## config.mk

```make
export PLATFORM = sky130hd
export DESIGN_NAME = frame_sequencer
export DESIGN_NICKNAME = d
export VERILOG_FILES = /design/src/rtl/game_pkg.sv /design/src/rtl/edge_detect.sv /design/src/rtl/frame_sequencer.sv
export SDC_FILE = /design/constraint.sdc
export NUM_CORES = 1
export LEC_CHECK = 0
export BUFFER_PORTS_ARGS = -buffer_cell sky130_fd_sc_hd__buf_2
export CAP_MARGIN = 30
export CORE_ASPECT_RATIO = 1.5
export CORE_MARGIN = 1
export CORE_UTILIZATION = 59
export CTS_CLUSTER_DIAMETER = 50
export DETAILED_ROUTE_END_ITERATION = 8
export PLACE_DENSITY = 0.95
export SLEW_MARGIN = 0
export SYNTH_ARGS = -nofsm -noshare
export SYNTH_HDL_FRONTEND = slang
export SYNTH_SLANG_ARGS = --single-unit
export TNS_END_PERCENT = 5
```

## constraint.sdc

```tcl
create_clock -name Clk -period 3.4 [get_ports Clk]
set_clock_uncertainty 0.05 [all_clocks]
set_input_delay 0.34 -clock Clk [delete_from_list [all_inputs] [get_ports Clk]]
set_output_delay 0.34 -clock Clk [all_outputs]
set_load 0.03 [all_outputs]
```

## src/rtl/game_pkg.sv

```systemverilog
// Shared gameplay types.
//   stage_e     : update-unit index, also the bit position in stage_start/stage_done.
//   seq_state_e : frame_sequencer FSM states.
//   SCREEN_H    : visible screen height in pixels.
//   next_stage  : stage that follows `cur` within one frame.
package game_pkg;

    typedef enum logic [1:0] {
        STG_PHYS    = 2'd0,
        STG_SCROLL  = 2'd1,
        STG_COLLIDE = 2'd2,
        STG_SCORE   = 2'd3
    } stage_e;

    typedef enum logic [1:0] {
        SEQ_IDLE       = 2'd0,
        SEQ_START      = 2'd1,
        SEQ_WAIT       = 2'd2,
        SEQ_FRAME_DONE = 2'd3
    } seq_state_e;

    localparam logic [9:0] SCREEN_H = 10'd480;

    // SCROLL is skipped directly from PHYS when the doodle is below the scroll line.
    // Never called with STG_SCORE; the FSM leaves the stage loop there instead.
    function automatic stage_e next_stage(input stage_e cur, input logic scroll_en);
        stage_e nxt;
        if (cur == STG_PHYS && !scroll_en) begin
            nxt = STG_COLLIDE;
        end else begin
            nxt = stage_e'(cur + 2'd1);
        end
        return nxt;
    endfunction

endpackage

```

## src/rtl/edge_detect.sv

```systemverilog
// Rising-edge detector for a level that is already synchronous to Clk.
//   Clk   : clock
//   Reset : synchronous, active-high; clears the history register
//   level : input level
//   rise  : high in the cycle where level is high and was low the cycle before
module edge_detect (
    input  logic Clk,
    input  logic Reset,
    input  logic level,
    output logic rise
);

    logic prev_r;

    // One-cycle history of the input level.
    always_ff @(posedge Clk) begin
        if (Reset) begin
            prev_r <= 1'b0;
        end else begin
            prev_r <= level;
        end
    end

    assign rise = level & ~prev_r;

endmodule

```

## src/rtl/frame_sequencer.sv

```systemverilog
// Per-frame scheduler: on each frame tick while the game runs, starts the update
// units in order PHYS, SCROLL, COLLIDE, SCORE and waits for each unit's done.
//   Clk, Reset     : clock, synchronous active-high reset
//   frame_clk      : frame tick level (rising edge used)
//   game_active    : game running
//   reset_game     : one-cycle clear of sequencer and statistics
//   doodle_y       : doodle vertical position, latched at frame start
//   stage_done     : per-unit done (bit = stage_e index)
//   stage_start    : one-hot one-cycle start pulse
//   busy           : frame in flight
//   frame_count    : completed frames (wraps)
//   overrun_count  : dropped frame edges (saturates)
//   timeout_err    : sticky stage-timeout flag
//   err_stage      : stage of the most recent timeout
module frame_sequencer
    import game_pkg::*;
#(
    parameter logic [15:0] TIMEOUT_CYCLES = 16'd50000,
    parameter logic [9:0]  SCROLL_LINE    = 10'd200
) (
    input  logic        Clk,
    input  logic        Reset,
    input  logic        frame_clk,
    input  logic        game_active,
    input  logic        reset_game,
    input  logic [9:0]  doodle_y,
    input  logic [3:0]  stage_done,
    output logic [3:0]  stage_start,
    output logic        busy,
    output logic [15:0] frame_count,
    output logic [7:0]  overrun_count,
    output logic        timeout_err,
    output logic [1:0]  err_stage
);

    seq_state_e  state_r;
    seq_state_e  state_s;
    stage_e      stg_r;
    stage_e      err_stage_r;
    logic [15:0] tmr_r;
    logic        scroll_en_r;
    logic [15:0] frame_count_r;
    logic [7:0]  overrun_count_r;
    logic        timeout_err_r;
    logic        fe_s;
    logic        done_s;
    logic        timeout_hit_s;
    logic        overrun_s;
    logic        clear_s;
    logic [3:0]  stage_start_s;
    logic        busy_s;

    edge_detect u_edge_detect (
        .Clk   (Clk),
        .Reset (Reset),
        .level (frame_clk),
        .rise  (fe_s)
    );

    // reset_game clears everything except the frame_clk history.
    assign clear_s       = Reset | reset_game;
    assign done_s        = stage_done[stg_r];
    assign timeout_hit_s = (tmr_r == (TIMEOUT_CYCLES - 16'd1));
    assign overrun_s     = fe_s & game_active & (state_r != SEQ_IDLE);

    // FSM state register.
    always_ff @(posedge Clk) begin
        if (clear_s) begin
            state_r <= SEQ_IDLE;
        end else begin
            state_r <= state_s;
        end
    end

    // FSM next-state decode; game_active only gates starting a frame, not finishing one.
    always_comb begin
        state_s = state_r;
        case (state_r)
            SEQ_IDLE: begin
                if (fe_s && game_active) begin
                    state_s = SEQ_START;
                end else begin
                    state_s = SEQ_IDLE;
                end
            end
            SEQ_START: begin
                state_s = SEQ_WAIT;
            end
            SEQ_WAIT: begin
                if (done_s) begin
                    if (stg_r == STG_SCORE) begin
                        state_s = SEQ_FRAME_DONE;
                    end else begin
                        state_s = SEQ_START;
                    end
                end else if (timeout_hit_s) begin
                    state_s = SEQ_IDLE;
                end else begin
                    state_s = SEQ_WAIT;
                end
            end
            SEQ_FRAME_DONE: begin
                state_s = SEQ_IDLE;
            end
            default: begin
                state_s = SEQ_IDLE;
            end
        endcase
    end

    // Stage index, timeout counter and status counters.
    always_ff @(posedge Clk) begin
        if (clear_s) begin
            stg_r           <= STG_PHYS;
            tmr_r           <= 16'd0;
            scroll_en_r     <= 1'b0;
            frame_count_r   <= 16'd0;
            overrun_count_r <= 8'd0;
            timeout_err_r   <= 1'b0;
            err_stage_r     <= STG_PHYS;
        end else begin
            case (state_r)
                SEQ_IDLE: begin
                    if (fe_s && game_active) begin
                        stg_r       <= STG_PHYS;
                        scroll_en_r <= (doodle_y < SCROLL_LINE);
                    end
                end
                SEQ_START: begin
                    tmr_r <= 16'd0;
                end
                SEQ_WAIT: begin
                    if (done_s) begin
                        if (stg_r != STG_SCORE) begin
                            stg_r <= next_stage(stg_r, scroll_en_r);
                        end
                    end else if (timeout_hit_s) begin
                        timeout_err_r <= 1'b1;
                        err_stage_r   <= stg_r;
                    end else begin
                        tmr_r <= tmr_r + 16'd1;
                    end
                end
                SEQ_FRAME_DONE: begin
                    frame_count_r <= frame_count_r + 16'd1;
                end
                default: begin
                    stg_r <= STG_PHYS;
                end
            endcase
            // Edges arriving mid-frame are counted and dropped.
            if (overrun_s && (overrun_count_r != 8'hFF)) begin
                overrun_count_r <= overrun_count_r + 8'd1;
            end
        end
    end

    // Outputs decoded from the state register only.
    always_comb begin
        stage_start_s = 4'b0000;
        busy_s        = 1'b0;
        case (state_r)
            SEQ_IDLE: begin
                stage_start_s = 4'b0000;
                busy_s        = 1'b0;
            end
            SEQ_START: begin
                stage_start_s = 4'b0001 << stg_r;
                busy_s        = 1'b1;
            end
            SEQ_WAIT, SEQ_FRAME_DONE: begin
                stage_start_s = 4'b0000;
                busy_s        = 1'b1;
            end
            default: begin
                stage_start_s = 4'b0000;
                busy_s        = 1'b0;
            end
        endcase
    end

    assign stage_start   = stage_start_s;
    assign busy          = busy_s;
    assign frame_count   = frame_count_r;
    assign overrun_count = overrun_count_r;
    assign timeout_err   = timeout_err_r;
    assign err_stage     = err_stage_r;

endmodule

```

==> results list <==
- The run finished with clean final reports.
- Setup bufs post-CTS: 0
- The worst hold path belongs to the class in2reg.
- Die boundary height: about 82 um
* Most used DFF post-synth: sky130_fd_sc_hd__dfxtp_1
- Sum of negative setup slack: 0 ps
* Topmost layer with routed signal wires: met4
- Clock latency on the worst-skew pair, taken at its later pin, is roughly 320 ps.
* Kind of start point of the critical path: flop
- DIE WIDTH: about 55 um
- Once layout is complete, the utilization of the core stands at 70.7%.
- Proportion of synthesized chip area in sequential cells: a little under 40%
- Summing all non-filler instances in the final layout gives an area of around 2800 um2.
* Clock net sink count: 49
* Unrepaired setup endpoints after global routing: no
* Final worst-path cycle share: 70.8%
* Dominant cell type by area after synthesis: sky130_fd_sc_hd__dfxtp_1
- Depth of the most critical reg-to-reg path: 6
* Placed standard-cell area: about 2700 um2
- Once the floorplan was initialized, standard cells occupied 62.7% of the core.
- Core ar.: between 3000 and 4000 um2
* Area delta synth->final: 12.8%
* Worst Hold Slack: between 150 and 200 ps
- In the post-synthesis netlist, the biggest area contributors are sky130_fd_sc_hd__dfxtp_1 39%, sky130_fd_sc_hd__nor2_1 6.0%, sky130_fd_sc_hd__xor2_1 5.3%.
- The floorplan has 28 rows.
* N_diodes: 0
* Wire length of the first global-routing pass: a little under 9000 um
- Maxcap violations: 0
* Post-synthesis async set-or-reset flop share: 0%
* Number of buffers created by CTS: 5
- Final worst path period need: ~2400 ps
- Number of max-slew violations in the final report: 0
- Maximum vdd ir drop: ~370 uV
- In this run the power density over the cells is ~360 nW/um2.
* Count of flip-flops with a built-in enable after synthesis: 0
- Syn_area_per_cell: 8.60 um2
- Remaining global-route overflow: 0
- Root buffer cell: sky130_fd_sc_hd__clkbuf_8
- Of all nets on the critical path, the largest fanout is 12.
- The wire-length estimate of the detail-placed layout is 3890 um.
- Setup slack closes at between 900 and 1000 ps.
- Input and output buffers added on the ports amount to between 40 and 50.
- The number of gates resized after CTS was 0.
- Wire segments on met2 add up to around 2900 um in the final route.
- The number of global-route vias before repair is around 2100.
- Share of the synthesized area in the top cell type: roughly two fifths
- DR WL met3: around 150 um
- Detailed routing inserted a total of around 2300 vias.
* Most common library cell in the layout ignoring fill and taps: sky130_fd_sc_hd__dfxtp_1
- Clock tree from TritonCTS: yes
- The critical path is of the reg2reg type.
- Max Buffers Root-to-Sink: 2
* Antenna-violating nets left: 0
- Detailed-route wire length on metal 1: 2280 um
- For this run, the number of Yosys warnings is 0.
* Final layout net count: between 300 and 400
* Clock-pin transition on the worst setup and hold timing paths: ~90 ps
- Detailed router's first-iteration violation count: around 90
- Leak Pwr: 1.13 nW
- Using the TritonRoute via totals, the vias-per-cell ratio works out to about 6.0.
- Overall power: ~1 mW
- Required time at the endpoint of the critical path: 3580 ps
- Pin count of the biggest net entering global routing: 34
- STA classifies the critical path endpoint as a flop.
* Aggregate routed wire length: approximately 5500 um
- Timing would allow up to 415 MHz.
- Hold bufs inserted after CTS: 0
- Netlist area before placement: roughly 2500 um2
- WP data arrival: approximately 2600 ps
- Yosys mapped the design onto between 40 and 50 distinct sky130hd cell types.
* Residual DRC count: 0
- H-tree depth: 2
- OpenSTA, run right after detailed placement, puts the worst setup slack at about 1100 ps.
- In the global route stage, overall resource usage came out at a little over a quarter.
- Most used cells in the layout excluding fill and tap cells: 49 x sky130_fd_sc_hd__dfxtp_1, 47 x sky130_fd_sc_hd__buf_2, 40 x sky130_fd_sc_hd__nor2_1, 24 x sky130_fd_sc_hd__nand3_1, 19 x sky130_fd_sc_hd__nand2_1
- The final count of hold timing violations is 0.
- Counting tap cells, the placed design contains a total of 370 instances.
- Final weighted congestion in routability-driven placement: 0.891
* Setup violations, final: 0
- The synthesized design contains between 40 and 50 register bits.
* Number of top-level design ports: 51
- The die covers 4510 um2.
- Cells with a size suffix above 1 make up ~21% of the layout.
- Number of search-and-repair iterations in the first detailed-routing pass: 4
* Slew of the pin with the lowest slew margin: roughly 780 ps
- Number of cells produced by synthesis: between 200 and 300
* Max-slew headroom at the worst pin: between 40% and 50%
- In the final routed layout, each cell accounts on average for ~14 um.
- Synthesized Nets: ~320
* Cell depth of the worst hold path: 2
- Final Instance Count excl. Fillers: 378
- The number of antenna violations at the first check in global routing is 0.
## final cells by class
type,instances,area [um2]
Inverter,5,18.8
Timing Repair Buffer,47,235
Tap cell,45,56.3
Fill cell,307,1170
Clock buffer,7,96.3
Clock inverter,1,8.76
Sequential cell,49,981
Multi-Input combinational cell,224,1430
## synthesized netlist by cell type (all sizes together) (6+ instances only)
master	number
a31oi	7
nand3	24
o21ai	14
nand4	10
and2	7
ha	7
dfxtp	49
xnor2	6
xor2	15
buf	7
clkbuf	6
nand2	20
nor2	40
o31ai	8
a21oi	6
and3	11
mux2i	8
## metal layers
layer | up-vias | track usage [%]
met5 | - | 0
li1 | 1123 | -
met4 | 0 | 11.5
met1 | 1082 | 30.4
met3 | 11 | 5.74
met2 | 38 | 47.3
## flip-flops by register name, summed over array words and instances (netlist names)
register and cells:
state_r 2, scroll_en_r 1, overrun_count 8, frame_count 16, tmr_r 16, u_edge_detect.prev_r 1, stg_r 2, timeout_err 1
err_stage 2
## cell families (layout without fill, tap and decap cells)
family / count (synthesis) / after routing / share of synthesized area (%)
AND/OR/NAND/NOR: 143 / 143 / 30.8
flip-flops: 49 / 49 / 39.2
AO/OA/AOI/OAI: 45 / 45 / 12.2
XOR/XNOR: 21 / 21 / 7.35
buffers and inverters: 18 / 60 / 3.80
multiplexers: 8 / 8 / 3.20
adder cells (fa/ha/maj): 7 / 7 / 3.50
## worst max-delay path, stage by stage (launching register included)
cell	delay, ps
sky130_fd_sc_hd__dfxtp_1	400
sky130_fd_sc_hd__ha_1	210
sky130_fd_sc_hd__and3_1	280
sky130_fd_sc_hd__nand4_1	280
sky130_fd_sc_hd__a211oi_2	760
sky130_fd_sc_hd__o21ai_0	230
sky130_fd_sc_hd__o31ai_1	100
## final timing paths
kind / startpoint / to / slack, ps
setup / recovery: tmr_r[0] / tmr_r[13] / 990
hold / removal: Reset / u_edge_detect.prev_r / 150
hold reg to reg: tmr_r[15] / tmr_r[15] / 440
setup reg to reg: tmr_r[0] / tmr_r[13] / 990
## where the power goes
group	leakage (nW)	internal [mW]	switching, mW	total, mW
Clock	0.0549	0.188	0.206	0.394
Combinational	0.685	0.0118	0.0215	0.0333
Sequential	0.395	0.575	0.00170	0.576
No activity file was read; power rests on OpenSTA's default activity.
